==> config.mk <==
export PLATFORM = sky130hd
export DESIGN_NAME = imem_loader_flat
export DESIGN_NICKNAME = d
export VERILOG_FILES = /design/src/rtl/imem_loader_pkg.sv /design/src/rtl/imem_loader_if.sv /design/src/rtl/imem_loader_byte_packer.sv /design/src/rtl/imem_loader.sv /design/src/flat_wrapper.sv
export SDC_FILE = /design/constraint.sdc
export NUM_CORES = 1
export LEC_CHECK = 0
export BUFFER_PORTS_ARGS = -buffer_cell sky130_fd_sc_hd__clkbuf_2
export CAP_MARGIN = 20
export CORE_ASPECT_RATIO = 0.5
export CORE_MARGIN = 1.5
export CORE_UTILIZATION = 30
export CTS_CLUSTER_DIAMETER = 150
export DETAILED_ROUTE_END_ITERATION = 8
export GPL_TIMING_DRIVEN = 0
export PLACE_DENSITY = 0.51
export SLEW_MARGIN = 30
export SYNTH_ARGS = -nofsm -noshare
export SYNTH_HDL_FRONTEND = slang
export SYNTH_HIERARCHICAL = 1
export SYNTH_SLANG_ARGS = --single-unit
==> constraint.sdc <==
create_clock -name clk -period 4.4 [get_ports clk]
set_input_delay 0.22 -clock clk [delete_from_list [all_inputs] [get_ports clk]]
set_output_delay 0.22 -clock clk [all_outputs]
set_load 0.01 [all_outputs]
==> src/rtl/imem_loader_pkg.sv <==
// Shared types and constants for the imem loader.
package imem_loader_pkg;
  localparam int LEN_W          = 16;
  localparam int BYTES_PER_WORD = 4;

  typedef enum logic [2:0] {
    S_IDLE,
    S_LEN0,
    S_LEN1,
    S_DATA,
    S_DONE,
    S_ERR,
    S_CSUM
  } state_e;
endpackage

==> src/rtl/imem_loader_if.sv <==
// Byte-stream handshake and imem write-port bundles.
interface imem_loader_byte_if;
  logic       byte_valid;
  logic [7:0] byte_data;
  logic       byte_ready;

  modport master (
    output byte_valid, byte_data,
    input  byte_ready
  );
  modport slave (
    input  byte_valid, byte_data,
    output byte_ready
  );
endinterface

interface imem_loader_wr_if #(
  parameter int ADDR_W = 6
);
  logic              imem_we;
  logic [ADDR_W-1:0] imem_addr;
  logic [31:0]       imem_wdata;

  modport master (
    output imem_we, imem_addr, imem_wdata
  );
  modport slave (
    input  imem_we, imem_addr, imem_wdata
  );
endinterface

==> src/rtl/imem_loader_byte_packer.sv <==
// Assembles little-endian 32-bit words from accepted bytes.
module imem_loader_byte_packer
  import imem_loader_pkg::*;
(
  input  logic        clk,
  input  logic        rst_n,
  input  logic        clr_i,
  input  logic        en_i,
  input  logic [7:0]  din_i,
  output logic        last_o,
  output logic        word_valid_o,
  output logic [31:0] word_o
);
  logic [1:0]  idx_q;
  logic [23:0] acc_q;
  logic [31:0] word_q;
  logic        vld_q;

  assign last_o =
    en_i && (idx_q == 2'(BYTES_PER_WORD - 1));

  always_ff @(posedge clk or negedge rst_n) begin
    if (!rst_n) begin
      idx_q  <= '0;
      acc_q  <= '0;
      word_q <= '0;
      vld_q  <= 1'b0;
    end else begin
      vld_q <= last_o;
      if (clr_i)
        idx_q <= '0;
      else if (en_i)
        idx_q <= idx_q + 2'd1;
      // newest byte enters at the top, so byte 0 ends up in [7:0]
      if (en_i)
        acc_q <= {din_i, acc_q[23:8]};
      if (last_o)
        word_q <= {din_i, acc_q};
    end
  end

  assign word_valid_o = vld_q;
  assign word_o       = word_q;
endmodule

==> src/rtl/imem_loader.sv <==
// Streams a length-prefixed image into imem, holding the core in reset.
// Optional: define LOADER_CHECKSUM_EN for a trailing XOR checksum byte.
module imem_loader
  import imem_loader_pkg::*;
#(
  parameter int ADDR_W      = 6,
  parameter int DEPTH_WORDS = 64
) (
  input  logic        clk,
  input  logic        reset,
  input  logic        start,
  imem_loader_byte_if.slave bs,
  imem_loader_wr_if.master  wr,
  output logic        cpu_reset,
  output logic        busy,
  output logic        done,
  output logic        err
);
  state_e            state_q, state_d;
  logic [LEN_W-1:0]  len_q, len_d;
  logic [ADDR_W-1:0] wcnt_q, wcnt_d;
  logic [ADDR_W-1:0] addr_q;
  logic [LEN_W-1:0]  n_full;
  logic              accept;
  logic              data_en;
  logic              pk_clr;
  logic              pk_last;
  logic              pk_valid;
  logic [31:0]       pk_word;
  logic              last_word;
  logic              ready;
`ifdef LOADER_CHECKSUM_EN
  logic [7:0]        csum_q, csum_d;
`endif

  assign accept    = bs.byte_valid && ready;
  assign data_en   = accept && (state_q == S_DATA);
  assign n_full    = {bs.byte_data, len_q[7:0]};
  assign last_word =
    (LEN_W'(wcnt_q) == (len_q - 16'd1));

  imem_loader_byte_packer u_packer (
    .clk          (clk),
    .rst_n        (reset),
    .clr_i        (pk_clr),
    .en_i         (data_en),
    .din_i        (bs.byte_data),
    .last_o       (pk_last),
    .word_valid_o (pk_valid),
    .word_o       (pk_word)
  );

  always_comb begin
    state_d   = state_q;
    len_d     = len_q;
    wcnt_d    = wcnt_q;
    pk_clr    = 1'b0;
    ready     = 1'b0;
    busy      = 1'b0;
    done      = 1'b0;
    err       = 1'b0;
    cpu_reset = 1'b1;
`ifdef LOADER_CHECKSUM_EN
    csum_d    = csum_q;
`endif
    unique case (state_q)
      S_IDLE: begin
        if (start) state_d = S_LEN0;
      end
      S_LEN0: begin
        ready = 1'b1;
        busy  = 1'b1;
        if (accept) begin
          len_d[7:0] = bs.byte_data;
          state_d    = S_LEN1;
        end
      end
      S_LEN1: begin
        ready = 1'b1;
        busy  = 1'b1;
        if (accept) begin
          len_d  = n_full;
          wcnt_d = '0;
          pk_clr = 1'b1;
`ifdef LOADER_CHECKSUM_EN
          csum_d = '0;
`endif
          if (n_full == '0 ||
              n_full > LEN_W'(DEPTH_WORDS))
            state_d = S_ERR;
          else
            state_d = S_DATA;
        end
      end
      S_DATA: begin
        ready = 1'b1;
        busy  = 1'b1;
`ifdef LOADER_CHECKSUM_EN
        if (accept) csum_d = csum_q ^ bs.byte_data;
`endif
        // counter stops on the last word so it never wraps
        if (pk_last) begin
          if (last_word)
`ifdef LOADER_CHECKSUM_EN
            state_d = S_CSUM;
`else
            state_d = S_DONE;
`endif
          else
            wcnt_d = wcnt_q + 1'b1;
        end
      end
`ifdef LOADER_CHECKSUM_EN
      S_CSUM: begin
        ready = 1'b1;
        busy  = 1'b1;
        if (accept)
          state_d = (bs.byte_data == csum_q) ?
                    S_DONE : S_ERR;
      end
`endif
      S_DONE: begin
        done      = 1'b1;
        cpu_reset = 1'b0;
        if (start) state_d = S_LEN0;
      end
      S_ERR: begin
        err = 1'b1;
        if (start) state_d = S_LEN0;
      end
      default: state_d = S_IDLE;
    endcase
  end

  always_ff @(posedge clk or negedge reset) begin
    if (!reset) begin
      state_q <= S_IDLE;
      len_q   <= '0;
      wcnt_q  <= '0;
      addr_q  <= '0;
    end else begin
      state_q <= state_d;
      len_q   <= len_d;
      wcnt_q  <= wcnt_d;
      if (pk_last) addr_q <= wcnt_q;
    end
  end

`ifdef LOADER_CHECKSUM_EN
  always_ff @(posedge clk or negedge reset) begin
    if (!reset) csum_q <= '0;
    else        csum_q <= csum_d;
  end
`endif

  assign bs.byte_ready = ready;
  assign wr.imem_we    = pk_valid;
  assign wr.imem_addr  = addr_q;
  assign wr.imem_wdata = pk_word;
endmodule

==> src/flat_wrapper.sv <==
// flat-port wrapper written by rule: the top's interface ports become plain ports
module imem_loader_flat import imem_loader_pkg::*;
#(
  parameter int ADDR_W      = 6,
  parameter int DEPTH_WORDS = 64
)
  (clk, reset, start, cpu_reset, busy, done, err, bs_byte_valid, bs_byte_data, bs_byte_ready, wr_imem_we, wr_imem_addr, wr_imem_wdata);
  imem_loader_byte_if bs_i ();
  imem_loader_wr_if #(.ADDR_W(ADDR_W)) wr_i ();
  input  logic clk;
  input  logic reset;
  input  logic start;
  output logic cpu_reset;
  output logic busy;
  output logic done;
  output logic err;
  input wire logic [$bits(bs_i.byte_valid)-1:0] bs_byte_valid;
  input wire logic [$bits(bs_i.byte_data)-1:0] bs_byte_data;
  output wire logic [$bits(bs_i.byte_ready)-1:0] bs_byte_ready;
  output wire logic [$bits(wr_i.imem_we)-1:0] wr_imem_we;
  output wire logic [$bits(wr_i.imem_addr)-1:0] wr_imem_addr;
  output wire logic [$bits(wr_i.imem_wdata)-1:0] wr_imem_wdata;
  assign bs_i.byte_valid = bs_byte_valid;
  assign bs_i.byte_data = bs_byte_data;
  assign bs_byte_ready = bs_i.byte_ready;
  assign wr_imem_we = wr_i.imem_we;
  assign wr_imem_addr = wr_i.imem_addr;
  assign wr_imem_wdata = wr_i.imem_wdata;
  imem_loader #(.ADDR_W(ADDR_W), .DEPTH_WORDS(DEPTH_WORDS)) u_core (.clk(clk), .reset(reset), .start(start), .bs(bs_i), .wr(wr_i), .cpu_reset(cpu_reset), .busy(busy), .done(done), .err(err));
endmodule
# Word level (Yosys, flattened, before mapping)
# Cells that the tools add are included.
# op_classes
addsub	3
order_cmp	1
eq_ne	13
mux	21
bitwise	1
reduce_logical	14
# op_table
cell	n
$mux 3	6
$mux 6	3
$eq 6x16->1	1
$gt 16x7->1 const B	1
$logic_not 16->1	1
$pmux 8 s2	1
$sub 16x1->16 const B	1
$pmux 3 s4	1
$pmux 6 s2	1
$mux 8	1
$ne 2x1->1 const B	4
$add 6x1->6 const B	1
$eq 3x2->1 const B	2
$eq 3x3->1 const B	2
$mux 1	6
$reduce_or 3->1	2
$reduce_and 5->1	1
$mux 2	2
$ne 2x2->1 const B	2
$reduce_and 4->1	1
$reduce_bool 2->1	2
$eq 3x1->1 const B	1
$logic_and 1x1->1	3
$logic_not 3->1	1
other kinds (6)	6
# totals
register_bits	90
inputBits	12
word_cells	62

# Depth between registers and ports, before layout
# Gate-level depths: netlist (run 1).
# logic_depth
depth_word	8
ltp_mapped	13

# Cells and area by module
# Netlist (run 1), hierarchy kept.
# modules_own_cells
mod	n_inst	cells_per_inst	area_per_inst_um2
imem_loader_byte_packer	1	128	2329.7
imem_loader	1	174	1778.0

# Worst setup path before layout (run 1)
# Ideal clock, no wire load.
# synth_path
kind	register to register
from	reg u_core.state_q[2]
to	reg u_core.wcnt_q[5]
t_arrival_ns	2.492
setup_slack_ns	1.842
stages_incl_launch_ff	14
path_buffers	4
period_less_slack_ns	2.558
cell_sequence	dfrtp_1 -> clkbuf_1 -> nand2b_1 -> nor2_1 -> buf_6 -> nand2_4 -> buf_6 -> inv_1 -> clkbuf_1 -> and2_1 -> and3_1 -> nand3_1 -> or4_1 -> nand2_1
# synth_via
elab_chain_len	8
elab_cells_between_ends	14
classes_between	6 x eq/ne; 2 x mux; 6 x reduce/logical
# synth_rtl
element	line	text
from (decl)	imem_loader.sv:19	state_e state_q, state_d;
from (signal assigned)	imem_loader.sv:142	state_q <= state_d;
$eq 3x1->1, or another cell as far along	imem_loader.sv:66	unique case (state_q)
$reduce_or 3->1 (no source line)	--	
$mux 1	imem_loader.sv:66	
$logic_and 1x1->1	imem_loader.sv:36	assign accept = bs.byte_valid && ready;
$logic_and 1x1->1 *	imem_loader.sv:37	assign data_en = accept && (state_q == S_DATA);
named net u_core.data_en	imem_loader.sv:25	logic data_en;
$logic_and 1x1->1 *	imem_loader_byte_packer.sv:20	en_i && (idx_q == 2'(BYTES_PER_WORD - 1));
named net u_core.pk_last	imem_loader.sv:27	logic pk_last;
$ne 2x2->1 (no source line) *	--	
$reduce_and 4->1 (no source line) *	--	
to (signal assigned)	imem_loader.sv:144	wcnt_q <= wcnt_d;
to (decl)	imem_loader.sv:21	logic [ADDR_W-1:0] wcnt_q, wcnt_d;
# The timed path passes the listed nets; every way through them passes the cells marked *.
# A chain may end at the register's enable or synchronous reset.

# Final worst setup path (run 1)
# layout_path
from	reg u_core.state_q[0]
to	reg u_core.wcnt_q[5]
# The elaborated chain is that of the path after synthesis.

==> qor.yml, run 1 <==
status:
  outcome: "finished clean"
yosys:
  syn_nets: 318
  async_flop_share: 1.00
  synth_area_um2: 4110
  synth_common_cells: "dfrtp_1, mux2_2, mux2_4, nand2_1, nor2_1"
  ys_seq_area_frac: 0.548
  yosysMostFrequentCell: "dfrtp_1"
  syn_inst: 302
  synthFlopType: "dfrtp_1"
  synth_area_leaders: "dfrtp_1, mux2_2, mux2_4"
  synth-edff-count: 0
  ys_ff_latch: 90
  yosys.area.top_type_share: 0.548
  yosysTopAreaCell: "dfrtp_1"
  yosysWarnings: 6
  syn_area_per_cell_um2: 13.6
  synth.distinct_cells: 49
layout:
  antenna_cells: 0
  layout.nets: 386
  syn_to_final_growth_pct: 20.7
  post-route-util: 0.381
  final_area_um2: 4960
  drive_gt1_frac: 0.435
cts:
  clk_pin_slew_ps: 60
  cts_buffers: 9
  cts.sinks: 90
  cts_hold_buf: 1
  cts_tree: "built"
  htreeDepth: 3
  clock_path_buffers: 2
  cts_resized: 0
  clkLatencyLatePin_ps: 340
  cts_setup_buffers: 0
  cts_root_buffer: "clkbuf_16"
placed_design:
  io_buffers: 55
  gp_congestion: 0.782
  place_area_um2: 4640
  place_hpwl_um: 5860
drt:
  drt-met1-wl_um: 4390
  drc_errors: 0
  via_per_inst: 4.65
  dr.max_layer_used: "met4"
  drtIter0Drc: 191
  dr.pass1.iters: 4
  drt-wirelength-per-cell_um: 15.3
  detail-route-antenna-nets: 0
  vias: 2534
  routed_wirelength_um: 8360
  wl_met2_um: 3590
  dr_wl_met3_um: 297
global_routing:
  antenna_found_initial: 0
  grt_start_max_net_pins: 50
  grt_overflow_total: 0
  grt_pass1_vias: 2612
  gr-usage-all-layers: 0.130
  grt_pass1_wl_um: 14500
power_and_ir_drop:
  p_seq_frac: 0.431
  p_switching_mw: 1.00
  power_frac_comb: 0.315
  power_leakage_nw: 2.41
  p_per_area_nw_per_um2: 631
  clkPwrFrac: 0.254
  power.total_mw: 3.13
  ir_drop_v: 0.000190
  p_int_mw: 2.13
  swShare: 0.320
sta:
  report.final.setup_viol: 0
  whs_ps: 203
  fin_crit_sh: 0.722
  tightest_slew_ps: 700
  max_freq_ghz: 0.315
  slew-limit-headroom: 0.531
  final_max_slew_viol_count: 0
  rsz0062_at_grt: "false"
  min_period_ps: 3180
  setup_tns_ps: 0
  fin_skew_ps: 6.05
  finalHoldViolations: 0
die:
  core_um2: 13000
  fp-row-count: 29
  die_w_um: 168
  io_pins: 56
  die_area_um2: 14400
  start_util: 0.315
  die_h_um: 85.7
setup_path:
  arrival_ps: 3450
  crit_path_start_kind: "register"
  crit_required_ps: 4670
  cp_max_fo: 10
  worstSetupPathType: "reg -> reg"
  critPathCaptureType: "register"
worst_hold_path:
  hold_path.class: "in -> reg"
run:
  drv_cap: 0
power groups by stage:
| stage | clock [mW] | combinational (mW) | sequential [mW] |
|---|---|---|---|
| 2_1_floorplan | 0 | 0.708 | 1.34 |
| 3_3_place_gp | 0 | 0.973 | 1.37 |
| 3_5_place_dp | 0 | 0.993 | 1.37 |
| 4_1_cts | 0.823 | 0.999 | 1.36 |
| 5_1_grt | 0.865 | 1.10 | 1.40 |
| 6_report | 0.795 | 0.985 | 1.35 |
state kept, by name (all words and copies together) (netlist names):
name	count
u_core/state_q	3
u_core/u_packer/idx_q	2
u_core/wcnt_q	6
u_core/u_packer/word_valid_o	1
u_core/len_q	16
u_core/u_packer/acc_q	24
u_core/u_packer/word_o	32
u_core/wr.imem_addr	6
cells in the final DEF, fill, tap and decap left out, types with 2 or more instances in the layout:
cell and instances:
buf_4 3, buf_6 5, inv_1 5, nand3_1 7
and3_1 2, and2_1 2, mux2_2 47, o22ai_1 5
xnor2_1 6, a21oi_1 5, inv_6 2, clkbuf_8 2
or3_1 4, nand4_1 2, nand2b_1 5, clkbuf_1 6
or4_1 5, mux2_4 29, nand2_1 17, o21ai_0 6
nor2_1 11, clkbuf_2 54, dfrtp_1 90, xor2_1 4
clkbuf_16 9, nor2b_1 2, ha_1 4, nor4_1 4
layout make-up:
| type | count | area (µm²) |
|---|---|---|
| Fill cell | 1264 | 8070 |
| Sequential cell | 90 | 2250 |
| Multi-Input combinational cell | 192 | 1740 |
| Timing Repair Buffer | 57 | 322 |
| Clock buffer | 10 | 239 |
| Tap cell | 170 | 213 |
| Buffer | 14 | 101 |
| Clock inverter | 6 | 71.3 |
| Inverter | 6 | 22.5 |
cell families (layout without fill, tap and decap cells):
family / count (synthesis) / count (layout) / share of synthesized area
compound gates: 27 / 27 / 0.0472
xor+xnor: 10 / 10 / 0.0213
fa+ha+maj: 4 / 4 / 0.0122
buf+inv: 20 / 93 / 0.0302
flops: 90 / 90 / 0.548
mux: 78 / 78 / 0.240
simple gates: 73 / 73 / 0.101
through the flow:
stage / setup slack, ps / std cells
3_5_place_dp: 1230 / 528
2_1_floorplan: 1840 / 302
3_3_place_gp: 1250 / 527
5_1_grt: 889 / 545
4_1_cts: 1200 / 545
6_report: 1220 / 545
final timing paths:
path / start / end / slack (ps) / cells past startpoint
setup reg to reg: u_core/state_q[0] / u_core/wcnt_q[5] / 1220 / 13
hold reg to reg: u_core/u_packer/acc_q[3] / u_core/u_packer/word_o[3] / 500 / 1
min in group asynchronous: reset / u_core/len_q[2] / 360 / 2
max in group asynchronous: reset / u_core/u_packer/acc_q[20] / 3490 / 3
hold / removal: start / u_core/state_q[2] / 200 / 3
setup / recovery: u_core/state_q[0] / u_core/wcnt_q[5] / 1220 / 13
worst max-delay path, cell delays in order, from the launching register on:
cell	delay, ps
dfrtp_1	350
clkbuf_1	390
nand2_1	210
nor2_1	240
buf_6	190
nand2_4	100
buf_6	180
inv_1	70
clkbuf_1	350
and2_1	280
and3_1	180
nand3_1	100
or4_1	400
nand2_1	70
metal layers:
| layer | global-route usage | vias to the layer above |
|---|---|---|
| li1 | - | 1224 |
| met2 | 0.186 | 44 |
| met1 | 0.192 | 1259 |
| met3 | 0.0305 | 7 |
| met4 | 0.0463 | 0 |
| met5 | 0 | - |
(Power assumes the default switching activity.)
==> run 2: changes to the inputs <==
PLACE_DENSITY = 0.53   (was 0.51)
clock period = 2.8 ns   (was 4.4 ns; I/O delays follow)
==> run 2 against run 1 <==
- wire length is 0.78% higher
- first-iteration DRC count fell by 37%
- sequential power rose by 61%
- cell count fell by 0.55%
- combinational power grew 56%
- hold slack got worse by 88 ps
- via count rose by 1.3%
- clock-buffer cell count decreased by 1
- global-route usage down 0.30 points
- non-clock buffer count is 3 lower
- core utilization up 0.34 points
- register-to-register slack worse by 1100 ps
- critical endpoint is now u_core/wcnt_q[2]
==> qor.yml, run 2 (synthesis results as in run 1) <==
cts:
  clkLatencyLatePin_ps: 350  # was 340 ps
  clock_path_buffers: 2  # unchanged
  clk_pin_slew_ps: 60  # about the same
  cts.sinks: 90  # unchanged
  htreeDepth: 3  # unchanged
  cts_tree: "built"  # unchanged
  cts_buffers: 9  # unchanged
  cts_root_buffer: "clkbuf_16"  # unchanged
sta:
  finalHoldViolations: 0  # unchanged
  max_freq_ghz: 0.372  # was 0.315 GHz
  whs_ps: 115  # was 203 ps
  min_period_ps: 2690  # was 3180 ps
  slew-limit-headroom: 0.528  # was 0.531
  tightest_slew_ps: 705  # was 700 ps
  fin_crit_sh: 0.961  # was 0.722
  fin_skew_ps: 8.66  # was 6.05 ps
  final_max_slew_viol_count: 0  # unchanged
  fin_ws_ps: 109  # was 1220 ps
  report.final.setup_viol: 0  # unchanged
setup_path:
  path_cells: "inv_1 -> ha_2 -> or4b_4 -> o41ai_4 -> o2111ai_2 -> nor4bb_4 -> buf_6 -> mux2_1 -> nand2_1"  # was clkbuf_1 -> nand2_1 -> nor2_1 -> buf_6 -> nand2_4 -> buf_6 -> inv_1 -> clkbuf_1 -> and2_1 -> and3_1 -> nand3_1 -> or4_1 -> nand2_1
  path_delay_family: "simple AND/OR/NAND/NOR gates"  # unchanged
  crit_required_ps: 3090  # was 4670 ps
  r2r_setup_slack_ps: 110  # was 1220 ps
  critPathBufInv: 2  # was 5
  worstSetupPathType: "reg -> reg"  # unchanged
  cp_max_fo: 10  # unchanged
  critPathCaptureType: "register"  # unchanged
  crit_slowest_cell: "or4b_4"  # was or4_1
  reg2regPathDepth: 9  # was 13
  crit_path_start_kind: "register"  # unchanged
  cpPeakStageDelay_ps: 510  # was 400 ps
  arrival_ps: 2980  # was 3450 ps
  cp.depth: 9  # was 13
power_and_ir_drop:
  p_int_mw: 3.34  # was 2.13 mW
  power_frac_comb: 0.310  # was 0.315
  p_switching_mw: 1.63  # was 1.00 mW
  clkPwrFrac: 0.250  # was 0.254
  power_leakage_nw: 2.42  # was 2.41 nW
  p_per_area_nw_per_um2: 994  # was 631 nW/µm²
  p_seq_frac: 0.440  # was 0.431
  swShare: 0.327  # was 0.320
  ir_drop_v: 0.000287  # was 0.000190 V
layout:
  final_common_cell: "dfrtp_1"  # unchanged
  antenna_cells: 0  # unchanged
  largest_reg_flops: 32  # unchanged
  n_fill_cell: 1244  # was 1264
  layout.nets: 383  # was 386
  drive_gt1_frac: 0.462  # was 0.435
  syn_to_final_growth_pct: 21.7  # was 20.7%
  final_cell_mix: "dfrtp_1, clkbuf_2, mux2_2"  # unchanged
  final-instance-count-excl-fill: 542  # was 545
die:
  die_h_um: 85.7  # unchanged
  start_util: 0.315  # unchanged
  fp-row-count: 29  # unchanged
  io_pins: 56  # unchanged
  die_area_um2: 14400  # unchanged
  die_w_um: 168  # unchanged
  core_um2: 13000  # unchanged
global_routing:
  grt_overflow_total: 0  # unchanged
  grt_pass1_wl_um: 13800  # was 14500 µm
  grt_start_max_net_pins: 72  # was 50
  grt_pass1_vias: 2490  # was 2612
  antenna_found_initial: 0  # unchanged
  gr-usage-all-layers: 0.127  # was 0.130
placed_design:
  io_buffers: 55  # unchanged
  gp_congestion: 0.767  # was 0.782
  place_hpwl_um: 5810  # was 5860 µm
  pre_cts_ws_ps: -351  # was 1230 ps
  dp.cells: 528  # unchanged
drt:
  drc_errors: 0  # unchanged
  via_per_inst: 4.73  # was 4.65
  routed_wirelength_um: 8420  # was 8360 µm
  drt-wirelength-per-cell_um: 15.5  # was 15.3 µm
  vias: 2566  # was 2534
  drtIter0Drc: 121  # was 191
  detail-route-antenna-nets: 0  # unchanged
  dr.pass1.iters: 4  # unchanged
worst_hold_path:
  hold_depth: 3  # unchanged
  hold_path.class: "in -> reg"  # unchanged
status:
  outcome: "finished clean"  # unchanged
run:
  drv_cap: 0  # unchanged
-- run 2: final timing paths --
check | startpoint | to
max in group asynchronous | reset | u_core/u_packer/word_o[3]
worst min register to register | u_core/u_packer/acc_q[4] | u_core/u_packer/word_o[4]
worst max-delay path | u_core/len_q[0] | u_core/wcnt_q[2]
worst min-delay path | start | u_core/state_q[2]
min in group asynchronous | reset | u_core/state_q[1]
worst max register to register | u_core/len_q[0] | u_core/wcnt_q[2]
-- run 2: cell type report --
type | count | area, µm² | area share
Timing Repair Buffer | 58 | 329 | 0.0658
Multi-Input combinational cell | 192 | 1790 | 0.357
Sequential cell | 90 | 2250 | 0.451
Clock buffer | 9 | 225 | 0.0450
Buffer | 10 | 86.3 | 0.0173
Clock inverter | 7 | 82.6 | 0.0165
Inverter | 6 | 26.3 | 0.00525
Tap cell | 170 | 213 | 0.0425
-- run 2: timing repair --
action / CTS / global route
pin swaps: 1 / 2
hold endpoints to repair: 90 / 0
buffers inserted: 1 / 0
endpoints found under the setup margin: 7 / 9
resized for setup: 3 / 8
hold buffers: 1 / 0
-- run 2: worst reg2reg max path, cell delays in order (launching register included) --
cell and delay [ps]:
dfrtp_1 410, inv_1 110, ha_2 190, or4b_4 510, o41ai_4 330, o2111ai_2 200
nor4bb_4 330, buf_6 180, mux2_1 320, nand2_1 60
-- run 2: power groups by stage --
stage,Combinational [mW],Clock (mW),Sequential [mW]
2_1_floorplan,1.11,0,2.10
3_3_place_gp,1.53,0,2.14
3_5_place_dp,1.56,0,2.14
4_1_cts,1.54,1.29,2.16
5_1_grt,1.70,1.34,2.27
6_report,1.54,1.24,2.18
-- run 2: per-stage QoR --
step	cell area, µm²	setup TNS, ps	power, mW	utilization
global placement	4600	-978	3.67	0.353
global route	5000	-26.0	5.31	0.384
finish	5000	0	4.97	0.384
floorplan	4110	0	3.21	-
detailed placement	4640	-913	3.71	0.356
CTS	4970	0	5.00	0.381
-- run 2: routing by layer --
metal  GRT usage  vias up  routed length (µm)
met5           0        -                   0
met4      0.0511        0                 139
met3      0.0374       12                 334
met2       0.194       48                3880
met1       0.171     1274                4070
li1            -     1232                   -
==> run 3: changes to the inputs <==
CTS_BUF_LIST = sky130_fd_sc_hd__clkbuf_8   (was default)
==> run 3 against run 2 <==
- cell count is the same
- critical path depth unchanged
- wire length is 0.11% lower
- largest power group unchanged
- largest cell class unchanged
- highest routed layer unchanged
==> qor.yml, run 3 (synthesis results as in run 1) <==
status:
  outcome: "finished clean"  # unchanged
sta:
  fin_skew_ps: 13.0  # was 8.66 ps
  finalHoldViolations: 0  # unchanged
  report.final.setup_viol: 0  # unchanged
  fin_crit_sh: 0.963  # was 0.961
  final_max_slew_viol_count: 0  # unchanged
  fin_ws_ps: 105  # was 109 ps
  setup_tns_ps: 0  # unchanged
  tightest_slew_ps: 707  # was 705 ps
  slew-limit-headroom: 0.526  # was 0.528
  max_freq_ghz: 0.371  # was 0.372 GHz
  min_period_ps: 2700  # was 2690 ps
global_routing:
  grt_overflow_total: 0  # unchanged
  grt_pass1_vias: 2479  # was 2490
  grt_pass1_wl_um: 13800  # about the same
  antenna_found_initial: 0  # unchanged
  grt_start_max_net_pins: 72  # unchanged
  gr-usage-all-layers: 0.126  # was 0.127
setup_path:
  critPathCaptureType: "register"  # unchanged
  cp_max_fo: 10  # unchanged
  crit_path_start_kind: "register"  # unchanged
  crit_required_ps: 3110  # was 3090 ps
  worstSetupPathType: "reg -> reg"  # unchanged
  arrival_ps: 3010  # was 2980 ps
  r2r_setup_slack_ps: 100  # was 110 ps
die:
  start_util: 0.315  # unchanged
  core_um2: 13000  # unchanged
  die_h_um: 85.7  # unchanged
  io_pins: 56  # unchanged
  die_area_um2: 14400  # unchanged
  fp-row-count: 29  # unchanged
  die_w_um: 168  # unchanged
layout:
  n_fill_cell: 1252  # was 1244
  layout.nets: 383  # unchanged
  final-instance-count-excl-fill: 542  # unchanged
  seq_area_um2: 2250  # unchanged
  final_cell_mix: "dfrtp_1, clkbuf_2, mux2_2"  # unchanged
  syn_to_final_growth_pct: 19.3  # was 21.7%
  multi_input_area_um2: 1790  # unchanged
  final_common_cell: "dfrtp_1"  # unchanged
  drive_gt1_frac: 0.462  # unchanged
  largest_reg_flops: 32  # unchanged
  antenna_cells: 0  # unchanged
drt:
  drtIter0Drc: 131  # was 121
  via_per_inst: 4.74  # was 4.73
  drc_errors: 0  # unchanged
  routed_wirelength_um: 8410  # was 8420 µm
  detail-route-antenna-nets: 0  # unchanged
  dr.pass1.iters: 4  # unchanged
  vias: 2571  # was 2566
  drt-wirelength-per-cell_um: 15.5  # about the same
power_and_ir_drop:
  power_leakage_nw: 2.38  # was 2.42 nW
  p_per_area_nw_per_um2: 949  # was 994 nW/µm²
  power.total_mw: 4.65  # was 4.97 mW
  ir_drop_v: 0.000262  # was 0.000287 V
placed_design:
  gp_congestion: 0.767  # unchanged
  place_hpwl_um: 5810  # unchanged
  dp.cells: 528  # unchanged
  pre_cts_ws_ps: -351  # unchanged
  io_buffers: 55  # unchanged
cts:
  clock_path_buffers: 2  # unchanged
  cts_buffers: 9  # unchanged
  clkLatencyLatePin_ps: 370  # was 350 ps
  htreeDepth: 3  # unchanged
  cts_root_buffer: "clkbuf_8"  # was clkbuf_16
  clk_pin_slew_ps: 90  # was 60 ps
  cts_tree: "built"  # unchanged
  cts.sinks: 90  # unchanged
worst_hold_path:
  hold_path.class: "in -> reg"  # unchanged
run:
  drv_cap: 0  # unchanged
-- run 3: what timing repair did --
action,CTS,global route
gates resized for setup,3,8
setup endpoints to repair,8,9
hold buffers,1,0
buffers inserted,1,0
cloned,0,0
pin swaps,1,2
hold endpoints to repair,90,0
-- run 3: cell type report --
type | count | share of cell area
Buffer | 10 | 0.0176
Clock buffer | 9 | 0.0253
Multi-Input combinational cell | 192 | 0.364
Sequential cell | 90 | 0.460
Inverter | 6 | 0.00536
Clock inverter | 7 | 0.0169
Timing Repair Buffer | 58 | 0.0672
Tap cell | 170 | 0.0434
-- run 3: report_power, final --
group | switching, mW | leakage [nW] | internal [mW] | total [mW]
logic | 0.673 | 1.12 | 0.871 | 1.54
registers | 0.416 | 1.16 | 1.76 | 2.18
clock network | 0.501 | 0.0984 | 0.426 | 0.927
total | 1.59 | 2.38 | 3.06 | 4.65
-- run 3: path summary, 6_finish.rpt --
kind                       depth (start not counted)                      from                        end
hold reg to reg                                    1  u_core/u_packer/acc_q[3]  u_core/u_packer/word_o[3]
hold / removal                                     3                     start          u_core/state_q[2]
setup reg to reg                                   9           u_core/len_q[0]           u_core/wcnt_q[2]
setup / recovery                                   9           u_core/len_q[0]           u_core/wcnt_q[2]
min in group asynchronous                          2                     reset           u_core/wcnt_q[2]
max in group asynchronous                          3                     reset  u_core/u_packer/acc_q[17]
-- run 3: worst max-delay path: stages (launching register included) --
cell and delay (ps):
dfrtp_1 420, inv_1 110, ha_2 190, or4b_4 510, o41ai_4 330, o2111ai_2 200
nor4bb_4 330, buf_6 180, mux2_1 320, nand2_1 60
-- run 3: per-stage QoR --
stage / cell area [µm²] / util / hold slack [ps]
3_5_place_dp: 4640 / 0.356 / 23.7
5_1_grt: 4900 / 0.376 / 93.3
3_3_place_gp: 4600 / 0.353 / 466
4_1_cts: 4860 / 0.373 / 64.0
6_report: 4900 / 0.376 / 99.9
2_1_floorplan: 4110 / - / -156
-- run 3: layer usage --
layer | global-route usage | vias up | share of wire | routed length (µm)
met5 | 0 | - | 0 | 0
li1 | - | 1228 | - | -
met3 | 0.0401 | 8 | 0.038 | 323
met2 | 0.195 | 38 | 0.46 | 3830
met1 | 0.170 | 1297 | 0.49 | 4160
met4 | 0.0365 | 0 | 0.012 | 98
